## src/rtl/mips_pkg.sv

```systemverilog
// Shared definitions for the MIPS pipeline: widths, ALU opcodes, forwarding
// select codes and the ID/EX slot record.
package mips_pkg;

   localparam int W  = 32;
   localparam int RA = 5;

   typedef enum logic [3:0] {
      ALU_NOP   = 4'b0000,
      ALU_ADD   = 4'b0001,
      ALU_SUB   = 4'b0010,
      ALU_NOT   = 4'b0011,
      ALU_AND   = 4'b0100,
      ALU_OR    = 4'b0101,
      ALU_SLL   = 4'b0110,
      ALU_SRL   = 4'b0111,
      ALU_LOADI = 4'b1000,
      ALU_SLT   = 4'b1001,
      ALU_BEQ   = 4'b1010,
      ALU_BNE   = 4'b1011
   } alu_op_e;

   typedef enum logic [1:0] {
      FWD_REG   = 2'd0,
      FWD_EXMEM = 2'd1,
      FWD_MEMWB = 2'd2
   } fwd_sel_e;

   typedef struct packed {
      logic          valid;
      logic [3:0]    sel;
      logic [W-1:0]  rs_data;
      logic [W-1:0]  rt_data;
      logic [W-1:0]  imm;
      logic          use_imm;
      logic [RA-1:0] rs;
      logic [RA-1:0] rt;
      logic [RA-1:0] rd;
      logic          reg_write;
      logic          is_load;
   } issue_t;

   // An empty EX slot: ALU NOP, nothing written back, data cleared.
   function automatic issue_t bubble();
      issue_t b;
      b     = '0;
      b.sel = ALU_NOP;
      return b;
   endfunction

endpackage

```

## src/rtl/alu_issue_if.sv

```systemverilog
// Decode-side, forwarding-side and EX-side signals of the ID/EX issue stage.
interface alu_issue_if;
   import mips_pkg::*;

   logic          id_valid;
   logic [3:0]    id_sel;
   logic [W-1:0]  id_rs_data;
   logic [W-1:0]  id_rt_data;
   logic [W-1:0]  id_imm;
   logic          id_use_imm;
   logic [RA-1:0] id_rs;
   logic [RA-1:0] id_rt;
   logic [RA-1:0] id_rd;
   logic          id_reg_write;
   logic          id_is_load;
   logic          exmem_reg_write;
   logic [RA-1:0] exmem_rd;
   logic [W-1:0]  exmem_result;
   logic          memwb_reg_write;
   logic [RA-1:0] memwb_rd;
   logic [W-1:0]  memwb_result;
   logic          hold;
   logic          flush;
   logic          ex_valid;
   logic [3:0]    ex_sel;
   logic [W-1:0]  ex_a;
   logic [W-1:0]  ex_b;
   logic [RA-1:0] ex_rd;
   logic          ex_reg_write;
   logic          ex_is_load;
   logic          id_stall;
   fwd_sel_e      ex_fwd_a_sel;
   fwd_sel_e      ex_fwd_b_sel;

   modport master (
      output id_valid, id_sel, id_rs_data, id_rt_data, id_imm, id_use_imm,
             id_rs, id_rt, id_rd, id_reg_write, id_is_load,
             exmem_reg_write, exmem_rd, exmem_result,
             memwb_reg_write, memwb_rd, memwb_result, hold, flush,
      input  ex_valid, ex_sel, ex_a, ex_b, ex_rd, ex_reg_write, ex_is_load,
             id_stall, ex_fwd_a_sel, ex_fwd_b_sel
   );

   modport slave (
      input  id_valid, id_sel, id_rs_data, id_rt_data, id_imm, id_use_imm,
             id_rs, id_rt, id_rd, id_reg_write, id_is_load,
             exmem_reg_write, exmem_rd, exmem_result,
             memwb_reg_write, memwb_rd, memwb_result, hold, flush,
      output ex_valid, ex_sel, ex_a, ex_b, ex_rd, ex_reg_write, ex_is_load,
             id_stall, ex_fwd_a_sel, ex_fwd_b_sel
   );

endinterface

```

## src/rtl/alu_issue_fwd_mux.sv

```systemverilog
// Operand bypass: picks EX/MEM, then MEM/WB, then register-file data for one
// source register; $0 is never bypassed.
module fwd_mux
   import mips_pkg::*;
(
   input  logic [RA-1:0] src_i,
   input  logic [W-1:0]  reg_data_i,
   input  logic          exmem_reg_write_i,
   input  logic [RA-1:0] exmem_rd_i,
   input  logic [W-1:0]  exmem_result_i,
   input  logic          memwb_reg_write_i,
   input  logic [RA-1:0] memwb_rd_i,
   input  logic [W-1:0]  memwb_result_i,
   output logic [W-1:0]  data_o,
   output fwd_sel_e      sel_o
);

   logic src_nz_s;

   assign src_nz_s = (src_i != {RA{1'b0}});

   always_comb begin
      sel_o  = FWD_REG;
      data_o = reg_data_i;
      if (src_nz_s && exmem_reg_write_i && (exmem_rd_i == src_i)) begin
         sel_o  = FWD_EXMEM;
         data_o = exmem_result_i;
      end else if (src_nz_s && memwb_reg_write_i && (memwb_rd_i == src_i)) begin
         sel_o  = FWD_MEMWB;
         data_o = memwb_result_i;
      end else begin
         sel_o  = FWD_REG;
         data_o = reg_data_i;
      end
   end

endmodule

```

## src/rtl/alu_issue.sv

```systemverilog
// ID/EX issue stage: registers the decoded slot, bypasses operands into the
// ALU, and inserts bubbles for load-use hazards and taken-branch flushes.
module alu_issue
   import mips_pkg::*;
(
   input logic        clk,
   input logic        rst_n,
   alu_issue_if.slave bus
);

   issue_t        slot_q;
   issue_t        slot_d;
   logic          stall_s;
   logic          hazard_s;
   logic [W-1:0]  fwd_rs_s;
   logic [W-1:0]  fwd_rt_s;
   logic [W-1:0]  b_s;
   fwd_sel_e      fwd_a_sel_s;
   fwd_sel_e      fwd_b_sel_s;

   // A load in EX whose destination a decode source needs; $0 never matches.
   assign hazard_s = slot_q.valid && slot_q.is_load &&
                     (slot_q.rd != {RA{1'b0}}) && bus.id_valid &&
                     ((bus.id_rs == slot_q.rd) ||
                      (!bus.id_use_imm && (bus.id_rt == slot_q.rd)));

   always_comb begin
      stall_s = 1'b0;
      if (hazard_s && !bus.flush) begin
         stall_s = 1'b1;
      end else begin
         stall_s = 1'b0;
      end
   end

   always_comb begin
      slot_d = slot_q;
      if (bus.hold) begin
         slot_d = slot_q;
      end else if (bus.flush || stall_s || !bus.id_valid) begin
         slot_d = bubble();
      end else begin
         slot_d.valid     = 1'b1;
         slot_d.sel       = bus.id_sel;
         slot_d.rs_data   = bus.id_rs_data;
         slot_d.rt_data   = bus.id_rt_data;
         slot_d.imm       = bus.id_imm;
         slot_d.use_imm   = bus.id_use_imm;
         slot_d.rs        = bus.id_rs;
         slot_d.rt        = bus.id_rt;
         slot_d.rd        = bus.id_rd;
         slot_d.reg_write = bus.id_reg_write;
         slot_d.is_load   = bus.id_is_load;
      end
   end

   always_ff @(posedge clk or negedge rst_n) begin
      if (!rst_n) begin
         slot_q <= bubble();
      end else begin
         slot_q <= slot_d;
      end
   end

   fwd_mux u_fwd_rs (
      .src_i             (slot_q.rs),
      .reg_data_i        (slot_q.rs_data),
      .exmem_reg_write_i (bus.exmem_reg_write),
      .exmem_rd_i        (bus.exmem_rd),
      .exmem_result_i    (bus.exmem_result),
      .memwb_reg_write_i (bus.memwb_reg_write),
      .memwb_rd_i        (bus.memwb_rd),
      .memwb_result_i    (bus.memwb_result),
      .data_o            (fwd_rs_s),
      .sel_o             (fwd_a_sel_s)
   );

   fwd_mux u_fwd_rt (
      .src_i             (slot_q.rt),
      .reg_data_i        (slot_q.rt_data),
      .exmem_reg_write_i (bus.exmem_reg_write),
      .exmem_rd_i        (bus.exmem_rd),
      .exmem_result_i    (bus.exmem_result),
      .memwb_reg_write_i (bus.memwb_reg_write),
      .memwb_rd_i        (bus.memwb_rd),
      .memwb_result_i    (bus.memwb_result),
      .data_o            (fwd_rt_s),
      .sel_o             (fwd_b_sel_s)
   );

   always_comb begin
      b_s = fwd_rt_s;
      if (slot_q.use_imm) begin
         b_s = slot_q.imm;
      end else begin
         b_s = fwd_rt_s;
      end
   end

   assign bus.ex_valid     = slot_q.valid;
   assign bus.ex_sel       = slot_q.sel;
   assign bus.ex_rd        = slot_q.rd;
   assign bus.ex_reg_write = slot_q.reg_write;
   assign bus.ex_is_load   = slot_q.is_load;
   assign bus.ex_a         = fwd_rs_s;
   assign bus.ex_b         = b_s;
   assign bus.id_stall     = stall_s;
   assign bus.ex_fwd_a_sel = fwd_a_sel_s;
   assign bus.ex_fwd_b_sel = fwd_b_sel_s;

endmodule

```

## src/flat_wrapper.sv

```systemverilog
// flat-port wrapper written by rule: the top's interface ports become plain ports
module alu_issue_flat import mips_pkg::*;
  (clk, rst_n, bus_id_valid, bus_id_sel, bus_id_rs_data, bus_id_rt_data, bus_id_imm, bus_id_use_imm, bus_id_rs, bus_id_rt, bus_id_rd, bus_id_reg_write, bus_id_is_load, bus_exmem_reg_write, bus_exmem_rd, bus_exmem_result, bus_memwb_reg_write, bus_memwb_rd, bus_memwb_result, bus_hold, bus_flush, bus_ex_valid, bus_ex_sel, bus_ex_a, bus_ex_b, bus_ex_rd, bus_ex_reg_write, bus_ex_is_load, bus_id_stall, bus_ex_fwd_a_sel, bus_ex_fwd_b_sel);
  alu_issue_if bus_i ();
  input logic clk;
  input logic rst_n;
  input wire logic [$bits(bus_i.id_valid)-1:0] bus_id_valid;
  input wire logic [$bits(bus_i.id_sel)-1:0] bus_id_sel;
  input wire logic [$bits(bus_i.id_rs_data)-1:0] bus_id_rs_data;
  input wire logic [$bits(bus_i.id_rt_data)-1:0] bus_id_rt_data;
  input wire logic [$bits(bus_i.id_imm)-1:0] bus_id_imm;
  input wire logic [$bits(bus_i.id_use_imm)-1:0] bus_id_use_imm;
  input wire logic [$bits(bus_i.id_rs)-1:0] bus_id_rs;
  input wire logic [$bits(bus_i.id_rt)-1:0] bus_id_rt;
  input wire logic [$bits(bus_i.id_rd)-1:0] bus_id_rd;
  input wire logic [$bits(bus_i.id_reg_write)-1:0] bus_id_reg_write;
  input wire logic [$bits(bus_i.id_is_load)-1:0] bus_id_is_load;
  input wire logic [$bits(bus_i.exmem_reg_write)-1:0] bus_exmem_reg_write;
  input wire logic [$bits(bus_i.exmem_rd)-1:0] bus_exmem_rd;
  input wire logic [$bits(bus_i.exmem_result)-1:0] bus_exmem_result;
  input wire logic [$bits(bus_i.memwb_reg_write)-1:0] bus_memwb_reg_write;
  input wire logic [$bits(bus_i.memwb_rd)-1:0] bus_memwb_rd;
  input wire logic [$bits(bus_i.memwb_result)-1:0] bus_memwb_result;
  input wire logic [$bits(bus_i.hold)-1:0] bus_hold;
  input wire logic [$bits(bus_i.flush)-1:0] bus_flush;
  output wire logic [$bits(bus_i.ex_valid)-1:0] bus_ex_valid;
  output wire logic [$bits(bus_i.ex_sel)-1:0] bus_ex_sel;
  output wire logic [$bits(bus_i.ex_a)-1:0] bus_ex_a;
  output wire logic [$bits(bus_i.ex_b)-1:0] bus_ex_b;
  output wire logic [$bits(bus_i.ex_rd)-1:0] bus_ex_rd;
  output wire logic [$bits(bus_i.ex_reg_write)-1:0] bus_ex_reg_write;
  output wire logic [$bits(bus_i.ex_is_load)-1:0] bus_ex_is_load;
  output wire logic [$bits(bus_i.id_stall)-1:0] bus_id_stall;
  output wire logic [$bits(bus_i.ex_fwd_a_sel)-1:0] bus_ex_fwd_a_sel;
  output wire logic [$bits(bus_i.ex_fwd_b_sel)-1:0] bus_ex_fwd_b_sel;
  assign bus_i.id_valid = bus_id_valid;
  assign bus_i.id_sel = bus_id_sel;
  assign bus_i.id_rs_data = bus_id_rs_data;
  assign bus_i.id_rt_data = bus_id_rt_data;
  assign bus_i.id_imm = bus_id_imm;
  assign bus_i.id_use_imm = bus_id_use_imm;
  assign bus_i.id_rs = bus_id_rs;
  assign bus_i.id_rt = bus_id_rt;
  assign bus_i.id_rd = bus_id_rd;
  assign bus_i.id_reg_write = bus_id_reg_write;
  assign bus_i.id_is_load = bus_id_is_load;
  assign bus_i.exmem_reg_write = bus_exmem_reg_write;
  assign bus_i.exmem_rd = bus_exmem_rd;
  assign bus_i.exmem_result = bus_exmem_result;
  assign bus_i.memwb_reg_write = bus_memwb_reg_write;
  assign bus_i.memwb_rd = bus_memwb_rd;
  assign bus_i.memwb_result = bus_memwb_result;
  assign bus_i.hold = bus_hold;
  assign bus_i.flush = bus_flush;
  assign bus_ex_valid = bus_i.ex_valid;
  assign bus_ex_sel = bus_i.ex_sel;
  assign bus_ex_a = bus_i.ex_a;
  assign bus_ex_b = bus_i.ex_b;
  assign bus_ex_rd = bus_i.ex_rd;
  assign bus_ex_reg_write = bus_i.ex_reg_write;
  assign bus_ex_is_load = bus_i.ex_is_load;
  assign bus_id_stall = bus_i.id_stall;
  assign bus_ex_fwd_a_sel = bus_i.ex_fwd_a_sel;
  assign bus_ex_fwd_b_sel = bus_i.ex_fwd_b_sel;
  alu_issue u_core (.clk(clk), .rst_n(rst_n), .bus(bus_i));
endmodule
```

## config.mk

```make
export PLATFORM = sky130hd
export DESIGN_NAME = alu_issue_flat
export DESIGN_NICKNAME = d
export VERILOG_FILES = /design/src/rtl/mips_pkg.sv /design/src/rtl/alu_issue_if.sv /design/src/rtl/alu_issue_fwd_mux.sv /design/src/rtl/alu_issue.sv /design/src/flat_wrapper.sv
export SDC_FILE = /design/constraint.sdc
export NUM_CORES = 1
export LEC_CHECK = 0
export BUFFER_PORTS_ARGS = -buffer_cell sky130_fd_sc_hd__buf_4
export CAP_MARGIN = 30
export CORE_ASPECT_RATIO = 0.6
export CORE_MARGIN = 2
export CORE_UTILIZATION = 45
export CTS_CLUSTER_SIZE = 14
export DETAILED_ROUTE_END_ITERATION = 7
export PLACE_DENSITY = 0.82
export SETUP_SLACK_MARGIN = 0.3
export SLEW_MARGIN = 20
export SYNTH_ARGS = -nofsm -noshare
export SYNTH_HDL_FRONTEND = slang
export SYNTH_SLANG_ARGS = --single-unit
```

## constraint.sdc

```tcl
create_clock -name clk -period 1.76 [get_ports clk]
set_input_delay 0 -clock clk [delete_from_list [all_inputs] [get_ports clk]]
set_output_delay 0 -clock clk [all_outputs]
set_load 0.02 [all_outputs]
```

==> results of run 1 <==
kinds of logic after synthesis:
logic type             share of synthesized area
AO/OA/AOI/OAI                              0.301
AND/OR/NAND/NOR                            0.109
multiplexers                              0.0460
XOR/XNOR                                  0.0365
buffers and inverters                     0.0795
flip-flops                                 0.428
critical path, delay by kind of cell, from the launching register on:
kind                   cells  cell delay [ns]
flip-flops                 1             0.40
buffers and inverters      2             0.28
AND/OR/NAND/NOR            2             0.81
AO/OA/AOI/OAI              3             0.61
power by group through the flow:
stage | clock, mW | sequential, mW | combinational (mW)
6_report | 3.61 | 3.06 | 2.52
5_1_grt | 3.69 | 3.06 | 2.61
4_1_cts | 3.52 | 3.02 | 2.30
3_5_place_dp | 0 | 3.06 | 1.77
3_3_place_gp | 0 | 3.05 | 1.75
2_1_floorplan | 0 | 3.03 | 0.953
metrics by stage:
step                      hold WS [ns]  worst slack, ns  power [mW]  utilization  cells
after floorplan                 -0.296           -0.116        3.98            -    627
after global placement         0.00348           -0.234        4.80        0.658   1093
after detailed placement       0.00428           -0.317        4.83        0.658   1093
after CTS                        0.127           -0.696        8.85        0.867   1293
after global routing             0.166           -0.806        9.37        0.893   1300
final                            0.127           -0.778        9.19        0.893   1300
cells in the mapped netlist (2+ instances only):
master,number,share of area
a21oi_1,2,0.0014
a221oi_1,2,0.0025
a221oi_2,30,0.065
a22o_1,117,0.15
and3_1,13,0.012
and3_2,19,0.021
buf_12,4,0.012
buf_2,16,0.012
buf_4,13,0.014
buf_6,4,0.0065
clkbuf_1,23,0.012
clkbuf_8,9,0.018
dfrtp_1,119,0.43
mux2i_1,32,0.046
nand2_1,68,0.037
nand3_1,2,0.0014
nand4_1,4,0.0036
nor2_1,38,0.021
o21ai_0,27,0.019
o21ai_1,5,0.0036
o31ai_1,3,0.0032
o31ai_2,29,0.052
xnor2_1,21,0.026
xor2_1,8,0.010
cell type report:
type / instances / area, um2
inverters: 1 / 20.0
repair buffers: 509 / 5310
well taps: 203 / 254
fillers: 563 / 1630
flip-flops and latches: 119 / 2980
clock buffers: 18 / 429
clock inverters: 14 / 151
diodes: 1 / 2.50
multi-input cells: 435 / 4460
path summary, 6_finish.rpt:
| kind | start | end | slack, ns | cells after the start |
|---|---|---|---|---|
| min in group clk | bus_flush | bus_id_stall | 0.27 | 3 |
| hold reg to reg | u_core.slot_q[26] | u_core.slot_q[26] | 0.52 | 1 |
| setup reg to reg | u_core.bus.ex_rd[1] | u_core.slot_q[107] | -0.62 | 10 |
| max in group asynchronous | rst_n | u_core.bus.ex_reg_write | 0.91 | 3 |
| setup / recovery | u_core.slot_q[8] | bus_ex_b[22] | -0.78 | 7 |
| hold / removal | rst_n | u_core.slot_q[81] | 0.13 | 2 |
per-layer routing:
metal,vias to the layer above,global-route usage,wire [um]
met5,-,0,0
met4,0,0.183,2040
met3,182,0.105,3800
met2,724,0.693,17700
met1,4105,0.472,13000
li1,3298,-,-
what timing repair did:
action / in CTS / in global routing
gates cloned: 19 / 3
hold buffers: 119 / 0
endpoints found under the setup margin: 188 / 188
pin swaps: 23 / 32
endpoints found under the hold margin: 188 / 0
gates resized for setup: 139 / 65
buffers inserted: 30 / 3
sequential cells by signal, indices dropped and copies added, names as in the netlist:
signal / count
u_core.bus.ex_sel: 4
u_core.bus.ex_reg_write: 1
u_core.slot_q: 107
u_core.bus.ex_rd: 5
u_core.bus.ex_is_load: 1
u_core.bus.ex_valid: 1
==> impl_metrics.tcl, run 1 <==
set metrics [dict create \
    status "finished with violations" \
    violations "negative setup slack" \
    placed_cell_area_um2 10000 \
    clkSinkCount 119 \
    critPathLaunchType "register" \
    cts_made_buffers 17 \
    setup_slack_ns -0.778 \
    grt_pass1_vias 8683 \
    grt_max_degree 120 \
    area_delta_synth_final_pct 95.6 \
    gp_congestion 0.839 \
    finalSetupViolCount 188 \
    final_cell_mix "buf_4 (248), dlygate4sd3_1 (119), a22o_1 (116), dfrtp_1 (116), buf_6 (82)" \
    clock.fmax_ghz 0.394 \
    fp.dieArea_um2 16500 \
    grt_pass1_wl_um 49500 \
    power.leakage_nw 6.17 \
    path_cells "or4_4 -> o211ai_2 -> or2_4 -> inv_16 -> a221oi_2 -> o31ai_4 -> buf_6" \
    clk_pin_slew_worst_paths_ns 0.08 \
    p_clk_frac 0.392 \
    synth.avg_cell_area_um2 11.1 \
    p_switching_mw 2.84 \
    cp_data_arrival_time_ns 2.54 \
    finalClockSkew_ns 0.0262 \
    grt_overflow 0 \
    slew_headroom 0.608 \
    power_density_nw_per_um2 675 \
    cp_max_fo 33 \
    max_stage_delay_ns 0.56 \
    wl_per_cell_um 28.1 \
    final-max-slew-violation-count 0 \
    drive_gt1_frac 0.555 \
    finalSetupTns_ns -106.15 \
    yosysUniqueCellTypes 43 \
    min_period_ns 2.54 \
    dr.pass1.iters 5 \
    p_comb_frac 0.275 \
    clk_latency_ns 0.42 \
    min_path_type "in2async" \
    design_area_um2 13600 \
    dp_hpwl_um 17300 \
    required_ns 1.76 \
    wirelength_um 36500 \
    grt_setup_unrepaired "yes" \
    ant_nets 0 \
    design.core.area_um2 15200 \
    vias_per_cell 6.39 \
    seqPwrFrac 0.333 \
    synth_edf_count 0 \
    path_class "reg2out" \
    syn_inst 627 \
    portBuffers 279 \
    grt_usage 0.401 \
    floorplan.initialDensity 0.457 \
    finalCritPeriodShare 1.44 \
    route.detailed.drc 0 \
    die_height_um 100 \
    p_sw_frac 0.309 \
    cts-root-buf "clkbuf_16" \
    antenna_found_initial 1 \
    drt-initial-drc-count 806 \
    worst_slew_pin_slew_ns 0.588 \
    syn_area_um2 6960 \
    core.rowCount 35 \
    cp_slowest_cell "or4_4" \
    power.internal_mw 6.35 \
    yosysSeqAreaShare 0.428 \
    cts_tree "yes" \
    ys_ff_latch 119 \
    end_kind "primary output" \
    io_pins 280 \
    htreeDepth 4 \
    vias 8309 \
    ir_drop_v 0.000775 \
    ys.flop_type "dfrtp_1" \
    layout.nets 1282 \
    syn-num-nets 826 \
    fp.dieW_um 165 \
    synth_warnings 0 \
    mostFrequentLayoutCell "buf_4" \
    finalHoldViolations 0 \
    clockBufferDepth 2 \
    synthArstFlopShare 1.00 \
    maxCapViolations 0 \
]
Note: power is estimated with default switching activity, not from simulation.
==> run 2: changes to the inputs <==
--- a/config.mk
+++ b/config.mk
@@ -5,14 +5,15 @@
 export SDC_FILE = /design/constraint.sdc
 export NUM_CORES = 1
 export LEC_CHECK = 0
+export ABC_AREA = 1
 export BUFFER_PORTS_ARGS = -buffer_cell sky130_fd_sc_hd__buf_4
 export CAP_MARGIN = 30
 export CORE_ASPECT_RATIO = 0.6
 export CORE_MARGIN = 2
-export CORE_UTILIZATION = 45
+export CORE_UTILIZATION = 51
 export CTS_CLUSTER_SIZE = 14
 export DETAILED_ROUTE_END_ITERATION = 7
-export PLACE_DENSITY = 0.82
+export PLACE_DENSITY = 0.85
 export SETUP_SLACK_MARGIN = 0.3
 export SLEW_MARGIN = 20
 export SYNTH_ARGS = -nofsm -noshare
==> constraint.sdc (replaced) <==
create_clock -name clk -period 2.65 [get_ports clk]
set_input_delay 0 -clock clk [delete_from_list [all_inputs] [get_ports clk]]
set_output_delay 0 -clock clk [all_outputs]
set_load 0.02 [all_outputs]
==> impl_metrics.tcl, run 2 <==
set metrics [dict create \
    min_period_ns 2.26 \
    fp.dieArea_um2 16600 \
    core.rowCount 35 \
    drive_gt1_frac 0.242 \
    drt-initial-drc-count 1190 \
    synth_edf_count 0 \
    crit_start "u_core.slot_q[15]" \
    cts-root-buf "clkbuf_16" \
    ys_ff_latch 119 \
    status "completed" \
    path_class "reg2out" \
    maxCapViolations 0 \
    route.detailed.drc 0 \
    syn_area_um2 7940 \
    rr_startpoint "u_core.bus.ex_rd[2]" \
    final-max-slew-violation-count 0 \
    regMostFlops "u_core.slot_q" \
    finalSetupTns_ns 0 \
    antennaDiodeCount 0 \
    area_delta_synth_final_pct 51.0 \
    synth.avg_cell_area_um2 6.54 \
    slew_headroom 0.516 \
    yosysTopAreaCell "dfrtp_1" \
    grt_overflow 0 \
    yosysUniqueCellTypes 26 \
    grt_max_degree 120 \
    layout.nets 1774 \
    end_kind "primary output" \
    reg2reg_depth 10 \
    grt_setup_unrepaired "no" \
    cp_slowest_cell "dfrtp_1" \
    cp_max_fo 18 \
    final_cell_mix "nand2_1 (545), buf_4 (297), nand3_1 (234)" \
    synth_mux_area_frac 0 \
    yosys-top-cells-count "nand2_1 (546), nand3_1 (234), dfrtp_1 (119), inv_1 (119), buf_2 (40)" \
    drt-met1-wl_um 12800 \
    yosys.area_share.simple 0.483 \
    cts_made_buffers 17 \
    syn-num-nets 1412 \
    largest_reg_flops 107 \
    antenna_found_initial 0 \
    min_delay_path_depth 3 \
    mostFrequentLayoutCell "nand2_1" \
    path_cells "inv_2 -> nand2_1 -> nor3_4 -> nor2_4 -> nand2_4 -> buf_12 -> nand2_1 -> nand3_1 -> nand2_1 -> buf_4" \
    synthArstFlopShare 1.00 \
    vias 9830 \
    maxUsedRoutingLayer "met4" \
    met2WireLength_um 14500 \
    utilization 0.784 \
    synth_top_cell_area_share 0.375 \
    grt_pass1_wl_um 48400 \
    syn_inst 1213 \
    wirelength_um 31600 \
    fp.dieW_um 165 \
    clockBufferDepth 2 \
    min_path_type "in2reg" \
    ir_drop_v 0.000345 \
    critPathLaunchType "register" \
    synth-xor-area-share 0.00883 \
    finalClockSkew_ns 0.00773 \
    io_pins 280 \
    clk_pin_slew_worst_paths_ns 0.06 \
    synth_top_family_by_area "simple AND/OR/NAND/NOR gates" \
    worst_slew_pin_slew_ns 0.725 \
    grt_usage 0.378 \
    power_density_nw_per_um2 471 \
    critPathCapture "bus_ex_a[24]" \
    design.core.area_um2 15300 \
    htreeDepth 4 \
    finalCritPeriodShare 0.851 \
    synth_most_common_cell "nand2_1" \
    clock.fmax_ghz 0.443 \
    synth_warnings 0 \
    worstReg2RegEnd "u_core.slot_q[106]" \
    dp_hpwl_um 19100 \
    synth_compound_area_frac 0.00599 \
    cts_tree "yes" \
    gp_congestion 0.896 \
    grt_pass1_vias 9482 \
    regToRegSetupSlack_ns 0.73 \
    portBuffers 279 \
    clkSinkCount 119 \
    dr.pass1.iters 5 \
    yosysSeqAreaShare 0.375 \
    clk_latency_ns 0.41 \
    max_stage_delay_ns 0.43 \
    path_common_cell "nand2_1" \
    vias_per_cell 5.49 \
    synth.area.top_cells "dfrtp_1 (38%), nand2_1 (26%), nand3_1 (15%)" \
    wl_met3_um 3480 \
    power.leakage_nw 6.88 \
    cp_data_arrival_time_ns 2.26 \
    ys.flop_type "dfrtp_1" \
    wl_per_cell_um 17.7 \
    synth_adder_area_share 0 \
    floorplan.initialDensity 0.519 \
    finalHoldViolations 0 \
    required_ns 2.65 \
    finalSetupViolCount 0 \
    ant_nets 0 \
    die_height_um 101 \
]
-- run 2: cell types whose count changed in the layout (fill, tap and decap cells not counted), moves of 49 or more --
cell	change
nand2_1	+489
inv_1	+119
buf_6	-79
a22o_1	-116
nand3_1	+232
buf_4	+49
-- run 2: layer usage --
metal	global-route usage	vias up
li1	-	4481
met2	0.609	737
met5	0	-
met3	0.0790	103
met4	0.150	0
met1	0.501	4509
-- run 2: logic make-up after synthesis --
group | count (synthesis)
xor gates and xnor gates | 8
AOI/OAI and AO/OA | 8
buffers and inverters | 218
and+or+nand+nor | 860
DFF | 119
-- run 2: worst min path at each step --
stage | from | slack, ns | to
finish | bus_hold | 0.12 | u_core.slot_q[87]
global route | bus_hold | 0.15 | u_core.slot_q[90]
CTS | bus_hold | 0.11 | u_core.slot_q[87]
detailed placement | rst_n | 0.02 | u_core.slot_q[97]
global placement | rst_n | 0.03 | u_core.slot_q[97]
floorplan | rst_n | -0.30 | u_core.bus.ex_is_load
-- run 2: final cells by class --
| class | count | area, um2 |
|---|---|---|
| clock buffers | 22 | 484 |
| inverters | 130 | 490 |
| flip-flops and latches | 119 | 2980 |
| multi-input cells | 878 | 4030 |
| repair buffers | 429 | 3650 |
| well taps | 203 | 254 |
| clock inverters | 8 | 97.6 |
| fillers | 1090 | 3300 |
-- run 2: critical path, delay by kind of cell (launching register included) --
kind	cells	cell delay, ns
flops	1	0.43
simple gates	7	0.95
buf+inv	3	0.46
-- run 2: what timing repair did --
action,4_1_cts,5_1_grt
setup buffers,5,7
pin swaps,3,6
hold endpoints to repair,156,0
hold buffers,119,0
setup endpoints to repair,66,67
resized for setup,6,12
cloned,2,0
-- run 2: per-stage QoR --
step	hold slack (ns)	power (mW)	worst slack (ns)	cell area, um2	instances
2_1_floorplan	-0.296	2.56	1.11	7940	1213
3_3_place_gp	0.0267	3.11	0.00942	9980	1626
3_5_place_dp	0.0227	3.13	0.00617	9980	1626
4_1_cts	0.110	5.59	0.302	11800	1782
5_1_grt	0.149	5.83	0.302	12000	1789
6_report	0.121	5.64	0.394	12000	1789
-- run 2: where the power goes --
group	internal, mW	leakage [nW]	switching (mW)	total, mW
combinational	0.622	4.99	0.740	1.36
clock	1.47	0.280	0.824	2.29
sequential	1.92	1.60	0.0709	1.99
total	4.01	6.88	1.63	5.64
==> run 3: changes to the inputs <==
--- a/config.mk
+++ b/config.mk
@@ -8,13 +8,13 @@
 export ABC_AREA = 1
 export BUFFER_PORTS_ARGS = -buffer_cell sky130_fd_sc_hd__buf_4
 export CAP_MARGIN = 30
-export CORE_ASPECT_RATIO = 0.6
+export CORE_ASPECT_RATIO = 1.5
 export CORE_MARGIN = 2
 export CORE_UTILIZATION = 51
 export CTS_CLUSTER_SIZE = 14
 export DETAILED_ROUTE_END_ITERATION = 7
 export PLACE_DENSITY = 0.85
-export SETUP_SLACK_MARGIN = 0.3
+export SETUP_SLACK_MARGIN = 0.15
 export SLEW_MARGIN = 20
 export SYNTH_ARGS = -nofsm -noshare
 export SYNTH_HDL_FRONTEND = slang
==> impl_metrics.tcl, run 3 (same netlist as run 2, synthesis figures left out) <==
set metrics [dict create \
    floorplan.initialDensity 0.524 \
    p_clk_frac 0.421 \
    critPathLaunchType "register" \
    grt_max_degree 94 \
    cts-root-buf "clkbuf_16" \
    seqPwrFrac 0.351 \
    io_pins 280 \
    worstReg2RegEnd "u_core.slot_q[25]" \
    end_kind "primary output" \
    grt_overflow 0 \
    core.rowCount 55 \
    dr.pass1.iters 8 \
    slew_headroom 0.522 \
    dp_hpwl_um 19100 \
    area_delta_synth_final_pct 48.6 \
    utilization 0.779 \
    largest_reg_flops 107 \
    die_height_um 157 \
    cts_tree "yes" \
    fp.dieArea_um2 16600 \
    status "completed" \
    portBuffers 279 \
    clk_pin_slew_worst_paths_ns 0.06 \
    htreeDepth 4 \
    gp_congestion 0.942 \
    power.leakage_nw 6.81 \
    final_cell_mix "nand2_1 (546), buf_4 (297), nand3_1 (234)" \
    vias 9770 \
    wirelength_um 31000 \
    drive_gt1_frac 0.237 \
    clk_latency_ns 0.41 \
    grt_pass1_wl_um 48700 \
    cts_made_buffers 17 \
    vias_per_cell 5.50 \
    clock.fmax_ghz 0.429 \
    grt_setup_unrepaired "no" \
    ir_drop_v 0.000350 \
    layout.nets 1762 \
    reg2reg_depth 10 \
    finalSetupTns_ns 0 \
    p_switching_mw 1.66 \
    final-max-slew-violation-count 0 \
    maxCapViolations 0 \
    hp-start "bus_hold" \
    p_comb_frac 0.228 \
    holdPathEnd "u_core.slot_q[11]" \
    regMostFlops "u_core.slot_q" \
    mostFrequentLayoutCell "nand2_1" \
    drt-initial-drc-count 866 \
    finalClockSkew_ns 0.0115 \
    grt_pass1_vias 9778 \
    worst_slew_pin_slew_ns 0.717 \
    ant_nets 0 \
    dp_cells 1622 \
    power.internal_mw 4.02 \
    p_sw_frac 0.292 \
    route.detailed.drc 0 \
    finalHoldViolations 0 \
    power_density_nw_per_um2 481 \
    rr_startpoint "u_core.bus.ex_rd[3]" \
    required_ns 2.65 \
    antenna_found_initial 1 \
    fp.dieW_um 106 \
    clkSinkCount 119 \
    cp_data_arrival_time_ns 2.33 \
    finalSetupViolCount 0 \
    instances_no_fill 1776 \
    design.core.area_um2 15100 \
    clockBufferDepth 2 \
    cp_max_fo 32 \
    min_delay_path_depth 3 \
    wl_per_cell_um 17.5 \
    min_period_ns 2.33 \
    min_path_type "in2reg" \
    regToRegSetupSlack_ns 0.77 \
    grt_usage 0.373 \
    finalCritPeriodShare 0.879 \
    path_class "reg2out" \
]
[run 3: cell types whose count changed in the layout (fill, tap and decap cells not counted), sizes merged]
cell / delta
buf: -10
clkinv: +2
inv: +2
clkbuf: -4
clkinvlp: +1
nor2: -2
diode: +1
bufinv: +1
[run 3: cell type report]
class	instances	area, um2
antenna	1	2.50
fill	1051	3350
clock buffer	18	439
clock inverter	14	174
timing repair buffer	419	3480
sequential	119	2980
multi-input combinational	876	3980
inverter	130	490
tap	199	249
[run 3: per-layer routing]
metal	track usage	vias up	share of wire
li1	-	4467	-
met1	0.424	4466	0.34
met2	0.624	668	0.50
met3	0.0804	169	0.092
met4	0.256	0	0.065
met5	0	-	0
[run 3: stage by stage]
step           area, um2  power, mW  hold WS [ns]  setup slack [ns]
6_report           11800       5.67         0.123             0.320
5_1_grt            11800       5.88         0.130             0.161
4_1_cts            11800       5.64         0.104             0.259
3_5_place_dp        9960       3.12        0.0780             0.683
3_3_place_gp        9960       3.11        0.0826             0.735
2_1_floorplan       7940       2.56        -0.296              1.11
[run 3: worst max-delay path by stage]
stage	cells after the start	to	slack, ns	from
after floorplan	8	bus_ex_fwd_b_sel[1]	1.11	u_core.slot_q[11]
after global placement	10	bus_ex_a[10]	0.73	u_core.slot_q[12]
after detailed placement	10	bus_ex_a[12]	0.68	u_core.slot_q[12]
after CTS	10	bus_ex_a[12]	0.26	u_core.slot_q[12]
after global routing	9	bus_ex_a[30]	0.16	u_core.slot_q[12]
final	9	bus_ex_a[1]	0.32	u_core.slot_q[12]
[run 3: power by group through the flow]
stage / Combinational, mW / Clock [mW] / Sequential, mW
2_1_floorplan: 0.555 / 0 / 2.00
3_3_place_gp: 1.10 / 0 / 2.01
3_5_place_dp: 1.11 / 0 / 2.01
4_1_cts: 1.26 / 2.40 / 1.98
5_1_grt: 1.39 / 2.48 / 2.00
6_report: 1.30 / 2.39 / 1.99
[run 3: what timing repair did]
action,in CTS,in global routing
endpoints found under the hold margin,167,0
gates resized for setup,0,4
hold buffers,119,0
buffers inserted,0,2
setup endpoints to repair,0,39
[run 3: worst max-delay path: stages, from the launching register on]
cell and delay, ns:
dfrtp_1 0.41, inv_1 0.10, nand2_1 0.07, nor3_2 0.28, nor3_2 0.06, nand2_1 0.13
buf_4 0.41, nand3_1 0.21, nand2_1 0.10, buf_4 0.14
